===== config.mk =====
export PLATFORM = sky130hd
export DESIGN_NAME = ex_branch_stage
export DESIGN_NICKNAME = d
export VERILOG_FILES = /design/src/rtl/ex_branch_stage_pkg.sv /design/src/rtl/ex_branch_stage_br_cond_unit.sv /design/src/rtl/ex_branch_stage.sv
export SDC_FILE = /design/constraint.sdc
export NUM_CORES = 1
export LEC_CHECK = 0
export BUFFER_PORTS_ARGS = -buffer_cell sky130_fd_sc_hd__buf_2
export CAP_MARGIN = 25
export CORE_UTILIZATION = 45
export DETAILED_ROUTE_END_ITERATION = 10
export GPL_TIMING_DRIVEN = 1
export PLACE_DENSITY = 0.72
export SETUP_SLACK_MARGIN = 0.02
export SYNTH_ARGS = -nofsm -noshare
export SYNTH_HDL_FRONTEND = slang
export SYNTH_SLANG_ARGS = --single-unit

===== constraint.sdc =====
create_clock -name clk -period 5.2 [get_ports clk]
set_input_delay 1.3 -clock clk [delete_from_list [all_inputs] [get_ports clk]]
set_output_delay 1.3 -clock clk [all_outputs]
set_load 0.02 [all_outputs]

===== src/rtl/ex_branch_stage_pkg.sv =====
// ex_branch_stage_pkg: shared branch funct3 and forward-select encodings
package ex_branch_stage_pkg;
  localparam logic [2:0] BR_EQ = 3'b000;
  localparam logic [2:0] BR_NE = 3'b001;
  localparam logic [2:0] BR_LT = 3'b100;
  localparam logic [2:0] BR_GE = 3'b101;
  localparam logic [2:0] BR_LTU = 3'b110;
  localparam logic [2:0] BR_GEU = 3'b111;
  localparam int FWD_RF = 0;
  localparam int FWD_SRC0 = 1;
endpackage


===== src/rtl/ex_branch_stage_br_cond_unit.sv =====
// br_cond_unit: RV32I branch comparator producing taken condition and illegal-funct3 flag
module br_cond_unit import ex_branch_stage_pkg::*; #(
  parameter int XLEN = 32
) (
  input  logic [XLEN-1:0] a,
  input  logic [XLEN-1:0] b,
  input  logic [2:0]      funct3,
  output logic            cond,
  output logic            illegal
);
  always_comb begin
    cond = funct3 == BR_EQ ? a == b :
           funct3 == BR_NE ? a != b :
           funct3 == BR_LT ? $signed(a) < $signed(b) :
           funct3 == BR_GE ? $signed(a) >= $signed(b) :
           funct3 == BR_LTU ? a < b :
           funct3 == BR_GEU ? a >= b : 1'b0;
    illegal = funct3[2:1] == 2'b01;
  end
endmodule


===== src/rtl/ex_branch_stage.sv =====
// ex_branch_stage: EX operand forwarding, branch resolution and EX/MEM slice
module ex_branch_stage import ex_branch_stage_pkg::*; #(
  parameter int XLEN = 32,
  parameter int NFWD = 2,
  parameter int CNT_W = 16,
  localparam int FWD_W = $clog2(NFWD + 1)
) (
  input  logic                 clk,
  input  logic                 rst,
  input  logic                 valid_e,
  input  logic                 stall,
  input  logic                 flush,
  input  logic [XLEN-1:0]      rd1,
  input  logic [XLEN-1:0]      rd2,
  input  logic [NFWD*XLEN-1:0] fwd_data,
  input  logic [FWD_W-1:0]     fwd_sel_a,
  input  logic [FWD_W-1:0]     fwd_sel_b,
  input  logic [XLEN-1:0]      imm,
  input  logic [XLEN-1:0]      pc,
  input  logic                 alu_src_b,
  input  logic                 branch,
  input  logic                 jump,
  input  logic                 jump_r,
  input  logic [2:0]           funct3,
  output logic [XLEN-1:0]      src_a,
  output logic [XLEN-1:0]      src_b,
  output logic                 mem_valid,
  output logic [XLEN-1:0]      mem_store_data,
  output logic [XLEN-1:0]      mem_link_pc,
  output logic                 redirect,
  output logic [XLEN-1:0]      redirect_pc,
  output logic                 misalign,
  output logic                 illegal_br,
  output logic [CNT_W-1:0]     taken_cnt
);
  logic [XLEN-1:0] fa, fb, target;
  logic cond, f3_bad, take, bad, illegal;
  always_comb begin
    fa = rd1;
    fb = rd2;
    for (int k = 0; k < NFWD; k++) begin
      fa = fwd_sel_a == FWD_W'(FWD_SRC0 + k) ? fwd_data[k*XLEN +: XLEN] : fa;
      fb = fwd_sel_b == FWD_W'(FWD_SRC0 + k) ? fwd_data[k*XLEN +: XLEN] : fb;
    end
  end
  assign src_a = fa;
  assign src_b = alu_src_b ? imm : fb;
  br_cond_unit #(.XLEN(XLEN)) u_cond (
    .a(fa),
    .b(fb),
    .funct3(funct3),
    .cond(cond),
    .illegal(f3_bad)
  );
  assign target = jump_r ? (fa + imm) & ~XLEN'(1) : pc + imm;
  assign take = valid_e & (jump | (branch & cond));
  assign bad = take & target[1];
  assign illegal = valid_e & branch & f3_bad;
  always_ff @(posedge clk or posedge rst) begin
    if (rst) begin
      mem_valid <= 1'b0;
      mem_store_data <= '0;
      mem_link_pc <= '0;
      redirect <= 1'b0;
      redirect_pc <= '0;
      misalign <= 1'b0;
      illegal_br <= 1'b0;
    end else if (flush) begin
      mem_valid <= 1'b0;
      redirect <= 1'b0;
      misalign <= 1'b0;
      illegal_br <= 1'b0;
    end else if (stall) begin
      redirect <= 1'b0;
      misalign <= 1'b0;
      illegal_br <= 1'b0;
    end else begin
      mem_valid <= valid_e;
      mem_store_data <= fb;
      mem_link_pc <= pc + XLEN'(4);
      redirect <= take & ~bad;
      redirect_pc <= target;
      misalign <= bad;
      illegal_br <= illegal;
    end
  end
  always_ff @(posedge clk or posedge rst) begin
    if (rst) taken_cnt <= '0;
    else taken_cnt <= redirect && ~&taken_cnt ? taken_cnt + CNT_W'(1) : taken_cnt;
  end
endmodule


---- Word-level counts from Yosys, hierarchy flattened ----
Index checks and enable logic that the tools add are counted.
storage, ports and cells
  flip-flop bits (word level) ............. 116
  bits of input ports ..................... 208
  logic and storage cells ................. 64
cells by class
  add/sub/neg operators ................... 4
  magnitude comparators ................... 4
  eq/ne operators ......................... 13
  muxes and demuxes ....................... 20
  bitwise operators ....................... 10
  reduce and logical (&&, ||, !) cells .... 5
operators by type and width
  operator                                        count
  two-way mux 32 bit                              6
  adder 32 bit                                    2
  >= comparator 32 bit                            2
  < comparator 32 bit                             2
  adder 32 x 3 -> 32 bit (second input constant)  1
  == test 32 bit                                  1
  != test 32 bit                                  1
  adder 16 x 1 -> 16 bit (second input constant)  1
  AND reduction 16 bit                            1
  two-way mux 1 bit                               14
  == test 3 bit (second input constant)           4
  AND 1 bit                                       6
  == test 2 x 1 -> 1 bit (second input constant)  3
  == test 2 bit (second input constant)           2
  == test 3 x 1 -> 1 bit (second input constant)  1
  zero test 3 bit                                 1
  NOT 1 bit                                       3
  != test 2 x 1 -> 1 bit (second input constant)  1
  AND reduction 2 bit                             1
  logical AND 1 bit                               1
  zero test 1 bit                                 1
  bitwise OR 1 bit                                1

---- Logic depth before layout (Yosys ltp) ----
Gate-level depths: netlist (run 1).
  depth after elaboration ................. 18
  depth in mapped cells ................... 17
  gate-level depth less buffers ........... 14

---- Hierarchy ----
Synthesis (run 1) repeated with hierarchy kept, for this count alone.
second synthesis, totals
  cells, all modules ...................... 1,467
  area total of the unflattened synthesis .. 11,552.3 µm²
by module, submodules not included
  module           times used  cells an instance  area each (µm²)  seq. area each (µm²)
  ex_branch_stage  1           1,335              10,595.2         2,902.8
  br_cond_unit     1           132                957.2            0.0

---- Worst setup path after synthesis (run 1) ----
No wires, ideal clock.
  path type ............................... input-to-reg
  from .................................... input fwd_sel_a[0]
  to ...................................... register redirect_pc[31]
  library setup time ...................... 0.126 ns
  data arrival time ....................... 4.796 ns
  data required time ...................... 5.074 ns
  slack ................................... 0.278 ns
  stages .................................. 17
  path through ............................ buf_4 > nand2b_1 > clkbuf_1 > clkbuf_1 > o22ai_1 > nor2_1 > ha_1 > and3_1 > and2_1 > nor2b_1 > o21ai_0 > a211oi_2 > o21bai_4 > a311oi_2 > a221oi_2 > xnor2_1 > a221o_1
on the way
  cells in the longest elaborated chain, start to end .. 5
  elaborated cells on any way between the ends .. 6
RTL lines
  what                    RTL line               source
  start: declaration      ex_branch_stage.sv:16  input logic [FWD_W-1:0] fwd_sel_a,
  == test 2 x 1 -> 1 bit  ex_branch_stage.sv:42  fa = fwd_sel_a == FWD_W'(FWD_SRC0 + k) ? fwd_data[k*XLEN +: XLEN] : fa;
  two-way mux 32 bit      ex_branch_stage.sv:42
  two-way mux 32 bit (*)  ex_branch_stage.sv:42
  net src_a[7]            ex_branch_stage.sv:25  output logic [XLEN-1:0] src_a,
  adder 32 bit (*)        ex_branch_stage.sv:55  assign target = jump_r ? (fa + imm) & ~XLEN'(1) : pc + imm;
  two-way mux 32 bit (*)  ex_branch_stage.sv:55
  end signal: assignment  ex_branch_stage.sv:82  redirect_pc <= target;
  end: declaration        ex_branch_stage.sv:31  output logic [XLEN-1:0] redirect_pc,
The timed path passes the listed nets; every way through them passes the cells marked *.
A chain may end at the register's enable or synchronous reset.

---- Worst setup path after layout (run 1) ----
  from .................................... input fwd_sel_a[0]
  to ...................................... register redirect_pc[30]
on the way
  cells in the longest elaborated chain, start to end .. 5
  elaborated cells on any way between the ends .. 6
RTL lines
  what                    RTL line
  == test 2 x 1 -> 1 bit  ex_branch_stage.sv:42
  two-way mux 32 bit      ex_branch_stage.sv:42
  two-way mux 32 bit (*)  ex_branch_stage.sv:42
  adder 32 bit (*)        ex_branch_stage.sv:55
  two-way mux 32 bit (*)  ex_branch_stage.sv:55
Mark *: on every way between the ends. The rest lies on a longest branch, timed or not.

==> impl_metrics.tcl, run 1 <==
set metrics [dict create \
    grt_pass1_vias 11000 \
    coreArea_mm2 0.0228 \
    dieArea_mm2 0.0240 \
    tns_ns 0 \
    ir_drop_uv 210 \
    final_common_cell "buf_2" \
    cp_cell_sequence "buf_2 -> xor2_2 -> o22ai_1 -> nor2_1 -> ha_1 -> o21a_1 -> o21ai_0 -> a211oi_1 -> nor4_1 -> o2111ai_1 -> a41oi_1 -> o21ai_1 -> xor2_1 -> nor2_1 -> a211oi_1" \
    placed_cells 2003 \
    post_cts_resized 0 \
    avgSynthCellArea_um2 7.93 \
    stdcell_count 2042 \
    pin_count 388 \
    io_buffers 387 \
    wirelength_mm 40.5 \
    r2r_slack_ns 3.00 \
    fmax_mhz 212 \
    p_leak_nw 6.76 \
    fin_crit_sh_pct 90.5 \
    grt-busiest-layer "met2" \
    layout_common_cells "387 x buf_2, 192 x nand2_1, 179 x o21ai_0" \
    wl_per_cell_um 19.8 \
    maxSlewViolCount 0 \
    viasPerCell 5.66 \
    critPathKind "in -> reg" \
    worstPathMaxFanout 10 \
    htree_levels 4 \
    maxCapViolCount 0 \
    tightestPinTransition_ns 0.935 \
    drtAntennaViolNets 0 \
    ys_ff_latch 116 \
    grt_use_met1_pct 43.9 \
    hold_buffers 0 \
    grt_max_degree 94 \
    drt-pass1-iter-count 5 \
    seq_area_mm2 0.00290 \
    clock_sinks 116 \
    async_reset_ff_share_pct 100 \
    die_h_um 155 \
    setup_viol 0 \
    std_cell_rows 55 \
    met3_usage_pct 5.57 \
    drive_gt1_share_pct 29.2 \
    critPathRequiredTime_ns 5.53 \
    worst_slew_margin_rel_pct 37.6 \
    die_w_um 155 \
    finalWeightedCongestion 1.02 \
    synth_flop_cell "dfrtp_1" \
    ys_types 72 \
    fin_area_mm2 0.0135 \
    start_util_pct 46.3 \
    rsz0062_at_grt "false" \
    gr-usage-met2_pct 52.2 \
    path_clk_slew_ns 0.06 \
    status "completed" \
    crit_family "compound AO/OA/AOI/OAI gates" \
    root_buffer "clkbuf_16" \
    syn_nets 1632 \
    min_path_type "reg -> reg" \
    yosys_warnings 0 \
    cts_tree "yes" \
    vias 11600 \
    timing.final.crit_period_ns 4.71 \
    finalHoldViolCount 0 \
    syn2layout_area_growth_pct 28.2 \
    nFillCells 2162 \
    critPathLaunchType "primary input" \
    drc_errors 0 \
    slowest_delay_ns 0.44 \
    cts.path.max_buffers 2 \
    fin_util_pct 59.3 \
    path_buf_inv 1 \
    synthesis.instances 1328 \
    syn-cell-area_mm2 0.0105 \
    layout_setup_ws_ns 0.493 \
    ys_seq_area_share_pct 27.6 \
    worstSetupEndpointType "register" \
    finalPower_mw 4.01 \
    place_hpwl_mm 32.6 \
    worstPathArrival_ns 5.04 \
    synth_edf_count 0 \
    numCtsBuffers 17 \
    final_nets 2013 \
    crit_path_top_delay_cell "nor4_1" \
    cts_setup_buffers 0 \
    power_per_cell_area_mw_per_mm2 297 \
    insertion_delay_ns 0.43 \
    postPlaceCellArea_mm2 0.0129 \
    hold_slack_ns 0.472 \
    grt_usage_pct 33.4 \
    multiInputGateArea_mm2 0.00732 \
    antenna_found_initial 7 \
    overflow 0 \
    clock_skew_ns 0.00469 \
    pre_cts_slack_ns 0.219 \
    detail_route.iter0.violations 693 \
    grt_pass1_wl_mm 61.4 \
]
## layer usage
metal  up-vias  part of all wire [%]  wire length [um]
met5         -                     0                 0
met4         0                   4.7              1900
met3       103                   7.4              3000
met2       545                    45             18100
met1      5342                    43             17400
li1       5571                     -                 -
## final timing paths
path / endpoint / cells past startpoint / from
setup / recovery: redirect_pc[30]$_DFFE_PP0P_ / 15 / fwd_sel_a[0]
hold / removal: mem_link_pc[14]$_DFFE_PP0P_ / 2 / mem_link_pc[14]$_DFFE_PP0P_
setup reg to reg: taken_cnt[13]$_DFFE_PP0P_ / 8 / taken_cnt[2]$_DFFE_PP0P_
hold reg to reg: mem_link_pc[14]$_DFFE_PP0P_ / 2 / mem_link_pc[14]$_DFFE_PP0P_
max in group asynchronous: redirect$_DFF_PP0_ / 3 / rst
min in group asynchronous: taken_cnt[7]$_DFFE_PP0P_ / 2 / rst
## cells by family after synthesis
group / count (synthesis) / share of synthesized area (%)
compound gates: 422 / 24.2
mux: 68 / 6.86
flops: 116 / 27.6
fa+ha+maj: 97 / 11.6
xor+xnor: 97 / 8.06
buf+inv: 85 / 3.10
simple gates: 443 / 18.6
## cell usage after synthesis, drive strengths merged, types with 4 or more instances
master | number | share of area, %
nor2 | 126 | 4.5
dfrtp | 116 | 28
nand2b | 14 | 0.83
mux2 | 34 | 3.6
o2111ai | 4 | 0.39
clkbuf | 50 | 1.8
a21o | 43 | 3.1
nand3 | 26 | 1.2
inv | 26 | 0.93
a21oi | 81 | 3.8
and4 | 6 | 0.50
o22ai | 31 | 1.8
and3 | 9 | 0.53
xnor2 | 50 | 4.2
nor2b | 7 | 0.42
nor3 | 16 | 0.76
mux2i | 34 | 3.2
a211oi | 7 | 0.55
o21bai | 9 | 0.75
buf | 9 | 0.39
xor2 | 47 | 3.9
o21a | 10 | 0.71
o21ai | 185 | 8.8
nand4 | 23 | 1.4
ha | 95 | 11
nor3b | 4 | 0.29
or3 | 4 | 0.24
o211ai | 4 | 0.29
nand2 | 192 | 6.8
a31oi | 9 | 0.53
a22oi | 4 | 0.29
## final cells by class
| type | instances | share of cell area (%) |
|---|---|---|
| Timing Repair Buffer | 421 | 16.3 |
| Multi-Input combinational cell | 1127 | 54.2 |
| Antenna cell | 7 | 0.130 |
| Clock buffer | 17 | 3.15 |
| Sequential cell | 116 | 21.5 |
| Clock inverter | 15 | 1.09 |
| Tap cell | 313 | 2.90 |
| Inverter | 26 | 0.741 |
## where the power goes
part,switching (mW),total (mW),internal (mW)
sequential,0.0915,1.13,1.04
clock,0.506,1.18,0.671
combinational,1.06,1.70,0.637
## registers in the layout (all words and copies together) (netlist names)
register / cells
redirect_pc: 32
misalign: 1
mem_valid: 1
mem_link_pc: 32
redirect: 1
illegal_br: 1
mem_store_data: 32
taken_cnt: 16
## worst reg2reg max path, cell delays in order, from the launching register on
cell,delay [ns]
dfrtp_1,0.42
and3_1,0.21
and4_1,0.28
nand4_1,0.16
o31a_1,0.38
and3_1,0.26
nand2b_1,0.16
nor2_1,0.07
xor2_1,0.14
Power figures use the tool's default switching activity.
==> run 2: changes to the inputs <==
Settings changed: BUFFER_PORTS_ARGS -buffer_cell sky130_fd_sc_hd__buf_2 to -buffer_cell sky130_fd_sc_hd__buf_4, CAP_MARGIN 25 to 20, CORE_MARGIN from default to 5.
==> run 2 against run 1 <==
  * Total power grew 4.7%
  * Core utilization grew 2.6 points
  * Non-clock buffer count shrank 13
  * Clock power is essentially flat
  * First-iteration DRC count grew 17%
  * Global-route usage shrank 2.3 points
  * Setup slack gained 0.11 ns
==> impl_metrics.tcl, run 2 (synthesized netlist as in run 1, its figures left out) <==
set metrics [dict create \
    reg2reg_to "taken_cnt[15]$_DFFE_PP0P_" \
    crit_path_top_delay_cell "a41oi_1" \
    setup_viol 0 \
    tns_ns 0 \
    gr-usage-met2_pct 50.9 \
    vias 11600 \
    rr_worst_depth 8 \
    antenna_found_initial 4 \
    maxSlewViolCount 0 \
    final_common_cell "buf_4" \
    nFillCells 2129 \
    r2r-start "taken_cnt[2]$_DFFE_PP0P_" \
    r2r_slack_ns 2.91 \
    place_hpwl_mm 34.7 \
    fin_crit_sh_pct 88.4 \
    worstPathMaxFanout 8 \
    met3_usage_pct 7.21 \
    final_nets 2000 \
    fin_area_mm2 0.0144 \
    min_path_type "reg -> reg" \
    viasPerCell 5.68 \
    tightestPinTransition_ns 0.899 \
    pre_cts_slack_ns 0.278 \
    grt_pass1_vias 11400 \
    numCtsBuffers 17 \
    htree_levels 4 \
    cts_setup_buffers 0 \
    hold_buffers 0 \
    rsz0062_at_grt "false" \
    maxCapViolCount 0 \
    insertion_delay_ns 0.42 \
    wirelength_mm 42.4 \
    grt_use_met1_pct 40.0 \
    coreArea_mm2 0.0233 \
    ir_drop_uv 203 \
    std_cell_rows 56 \
    grt_max_degree 87 \
    critPathKind "in -> reg" \
    worstSetupEndpointType "register" \
    p_leak_nw 7.00 \
    grt_pass1_wl_mm 64.6 \
    grt_usage_pct 31.1 \
    hold_depth 2 \
    path_clk_slew_ns 0.06 \
    status "completed" \
    critPathRequiredTime_ns 5.52 \
    clock_skew_ns 0.0111 \
    drtAntennaViolNets 0 \
    finalHoldViolCount 0 \
    start_util_pct 45.3 \
    multiInputGateArea_mm2 0.00732 \
    drc_errors 0 \
    die_w_um 163 \
    root_buffer "clkbuf_16" \
    post_cts_resized 0 \
    layout_common_cells "407 x buf_4, 192 x nand2_1, 179 x o21ai_0" \
    hold_slack_ns 0.477 \
    overflow 0 \
    critPathLaunchType "primary input" \
    clock_sinks 116 \
    grt-busiest-layer "met2" \
    postPlaceCellArea_mm2 0.0138 \
    holdPathEnd "mem_link_pc[6]$_DFFE_PP0P_" \
    die_h_um 163 \
    seq_area_mm2 0.00290 \
    hold_start "mem_link_pc[6]$_DFFE_PP0P_" \
    io_buffers 387 \
    worst_slew_margin_rel_pct 40.1 \
    worstPathArrival_ns 4.92 \
    finalWeightedCongestion 0.966 \
    dieArea_mm2 0.0266 \
    pin_count 388 \
    fmax_mhz 218 \
    power_per_cell_area_mw_per_mm2 292 \
    drt-pass1-iter-count 5 \
    reg.largest.list "mem_link_pc x32, mem_store_data x32, redirect_pc x32" \
    layout_setup_ws_ns 0.604 \
    drive_gt1_share_pct 28.6 \
    wl_per_cell_um 20.9 \
    timing.final.crit_period_ns 4.60 \
    syn2layout_area_growth_pct 36.6 \
    crit_start "fwd_sel_a[0]" \
    cts.path.max_buffers 2 \
    slowest_delay_ns 0.49 \
    detail_route.iter0.violations 808 \
    cp_cell_sequence "buf_4 -> xor2_2 -> buf_4 -> o22ai_1 -> nor2_1 -> ha_1 -> o21a_1 -> o21ai_0 -> a211oi_1 -> nor4_1 -> o2111ai_1 -> a41oi_1 -> o21ai_1 -> xor2_1 -> nor2_1 -> a211oi_1" \
    cts_tree "yes" \
]
-- run 2: cell types whose count changed in the layout (fill, tap and decap cells not counted) --
cell and delta:
clkbuf_1 +1, inv_6 -2, buf_4 +374, buf_2 -387
diode_2 -2, clkinv_4 +2, bufinv_16 +1, inv_8 -2
-- run 2: layout make-up --
class | count | area share (%)
Tap cell | 319 | 2.77
Multi-Input combinational cell | 1127 | 50.8
Sequential cell | 116 | 20.2
Clock inverter | 14 | 1.08
Timing Repair Buffer | 408 | 21.4
Clock buffer | 18 | 2.98
Inverter | 26 | 0.696
Antenna cell | 5 | 0.0869
-- run 2: metrics by stage --
| step | instances | total power, mW | utilization [%] |
|---|---|---|---|
| after global placement | 1996 | 2.96 | 59.3 |
| final | 2033 | 4.20 | 61.9 |
| after detailed placement | 1996 | 2.99 | 59.3 |
| after global routing | 2032 | 4.42 | 61.8 |
| after floorplan | 1328 | 2.20 | - |
| after CTS | 2028 | 4.20 | 61.8 |
-- run 2: routing by layer --
layer,vias up,wire [um],part of all wire (%)
met5,-,0,0
met4,0,1530,3.6
met3,81,3390,8.0
met2,533,19700,46
met1,5404,17800,42
li1,5539,-,-
-- run 2: worst max-delay path by stage --
stage                             endpoint  slack (ns)
5_1_grt        redirect_pc[30]$_DFFE_PP0P_        0.35
3_5_place_dp   redirect_pc[30]$_DFFE_PP0P_        0.28
3_3_place_gp   redirect_pc[30]$_DFFE_PP0P_        0.42
6_report       redirect_pc[30]$_DFFE_PP0P_        0.60
2_1_floorplan  redirect_pc[31]$_DFFE_PP0P_        0.28
4_1_cts                          src_b[10]        0.72
-- run 2: where the power goes --
group | leakage, nW | total, mW | switching [mW] | internal (mW)
logic | 5.27 | 1.84 | 1.07 | 0.776
registers | 1.45 | 1.15 | 0.104 | 1.04
clock network | 0.286 | 1.20 | 0.493 | 0.712
total | 7.00 | 4.20 | 1.67 | 2.53
-- run 2: worst max-delay path, delay by kind of cell --
| family | cells | cell delay (ns) |
|---|---|---|
| compound gates | 8 | 1.89 |
| simple gates | 3 | 0.67 |
| xor+xnor | 2 | 0.38 |
| buf+inv | 2 | 0.34 |
| fa+ha+maj | 1 | 0.31 |
==> run 3: changes to the inputs <==
Settings changed: CORE_ASPECT_RATIO from default to 0.75.
==> run 3 against run 2 <==
  * First-iteration DRC count fell by 7.9%
  * Clock skew is 0.0042 ns lower
  * Core utilization up 0.57 points
  * Setup slack lost 0.15 ns
  * Via count hardly changed
  * Critical path type unchanged
  * Critical endpoint unchanged
  * Largest power group unchanged
==> impl_metrics.tcl, run 3 (synthesized netlist as in run 1, its figures left out) <==
set metrics [dict create \
    status "completed" \
    rsz0062_at_grt "false" \
    multiInputGateArea_mm2 0.00732 \
    ir_drop_uv 210 \
    grt_max_degree 75 \
    drive_gt1_share_pct 28.6 \
    drc_errors 0 \
    nFillCells 2120 \
    critPathKind "in -> reg" \
    worstSetupEndpointType "register" \
    pin_count 388 \
    n_antenna_cell 0 \
    critPathLaunchType "primary input" \
    cts.path.max_buffers 2 \
    place_hpwl_mm 33.3 \
    fmax_mhz 211 \
    drtAntennaViolNets 0 \
    crit_start "fwd_sel_a[0]" \
    hold_buffers 0 \
    post_cts_resized 0 \
    path_clk_slew_ns 0.06 \
    cts_tree "yes" \
    timing.final.crit_period_ns 4.75 \
    worstPathMaxFanout 11 \
    start_util_pct 45.8 \
    reg.largest.list "mem_link_pc x32, mem_store_data x32, redirect_pc x32" \
    final_nets 2000 \
    clock_skew_ns 0.00688 \
    clock_sinks 116 \
    coreArea_mm2 0.0230 \
    wirelength_mm 41.3 \
    grt_usage_pct 29.7 \
    overflow 0 \
    worstPathArrival_ns 5.08 \
    r2r-start "taken_cnt[2]$_DFFE_PP0P_" \
    syn2layout_area_growth_pct 36.3 \
    drt-pass1-iter-count 7 \
    wl_per_cell_um 20.6 \
    io_buffers 387 \
    numCtsBuffers 17 \
    layout_common_cells "407 x buf_4, 192 x nand2_1, 179 x o21ai_0" \
    maxSlewViolCount 0 \
    tightestPinTransition_ns 0.940 \
    detail_route.iter0.violations 744 \
    cts_setup_buffers 0 \
    grt_pass1_vias 11300 \
    maxCapViolCount 0 \
    hold_start "mem_link_pc[15]$_DFFE_PP0P_" \
    tns_ns 0 \
    die_w_um 187 \
    setup_viol 0 \
    final_common_cell "buf_4" \
    die_h_um 143 \
    viasPerCell 5.75 \
    root_buffer "clkbuf_16" \
    min_path_type "reg -> reg" \
    dieArea_mm2 0.0266 \
    grt_pass1_wl_mm 63.3 \
    vias 11600 \
    finalHoldViolCount 0 \
    finalWeightedCongestion 0.965 \
    finalPower_mw 4.20 \
    insertion_delay_ns 0.43 \
    seq_area_mm2 0.00290 \
    fin_util_pct 62.4 \
    fin_crit_sh_pct 91.3 \
    power_per_cell_area_mw_per_mm2 292 \
    critPathRequiredTime_ns 5.53 \
    p_leak_nw 7.01 \
    htree_levels 4 \
    std_cell_rows 48 \
    worst_slew_margin_rel_pct 37.3 \
    antenna_found_initial 2 \
]
==> run 3: layout make-up <==
type | instances | share of cell area [%]
Clock buffer | 18 | 3.06
Clock inverter | 14 | 1.06
Inverter | 26 | 0.697
Multi-Input combinational cell | 1127 | 50.9
Sequential cell | 116 | 20.2
Tap cell | 300 | 2.61
Timing Repair Buffer | 408 | 21.4
==> run 3: critical path, cell delays in order <==
cell,delay [ns]
buf_4,0.14
xor2_2,0.32
buf_4,0.25
o22ai_1,0.10
nor2_1,0.24
ha_1,0.35
and3_1,0.22
a31oi_1,0.16
o21ai_0,0.23
nor4_1,0.46
o2111ai_1,0.25
a41oi_1,0.46
o21ai_1,0.15
xor2_1,0.16
nor2_1,0.05
a211oi_1,0.21
==> run 3: path summary, 6_finish.rpt <==
| kind | endpoint | slack (ns) | cells after the start |
|---|---|---|---|
| setup / recovery | redirect_pc[30]$_DFFE_PP0P_ | 0.45 | 16 |
| hold / removal | mem_link_pc[15]$_DFFE_PP0P_ | 0.48 | 2 |
| setup reg to reg | taken_cnt[15]$_DFFE_PP0P_ | 3.00 | 8 |
| hold reg to reg | mem_link_pc[15]$_DFFE_PP0P_ | 0.48 | 2 |
| max in group asynchronous | redirect_pc[26]$_DFFE_PP0P_ | 3.20 | 3 |
| min in group asynchronous | mem_link_pc[5]$_DFFE_PP0P_ | 1.09 | 2 |
==> run 3: routing by layer <==
layer	track usage (%)	wire length (um)	share of wire, %	up-vias
li1	-	-	-	5526
met2	49.7	19300	47	524
met5	0	34	0.082	-
met1	37.9	17400	42	5412
met4	9.62	1280	3.1	4
met3	7.99	3280	7.9	95
==> run 3: through the flow <==
| stage | hold WS [ns] | cell area [um2] | std cells | worst slack (ns) |
|---|---|---|---|---|
| floorplan | 0.589 | 10500 | 1328 | 0.278 |
| detailed placement | 0.471 | 13800 | 1977 | 0.138 |
| finish | 0.479 | 14400 | 2009 | 0.453 |
| global route | 0.498 | 14400 | 2009 | 0.158 |
| CTS | 0.484 | 14400 | 2009 | 0.602 |
| global placement | 0.461 | 13800 | 1977 | 0.338 |
==> run 3: where the power goes <==
group          switching [mW]  total [mW]  internal (mW)
Clock                   0.499        1.22          0.723
Combinational            1.06        1.83          0.777
Sequential             0.0993        1.14           1.04
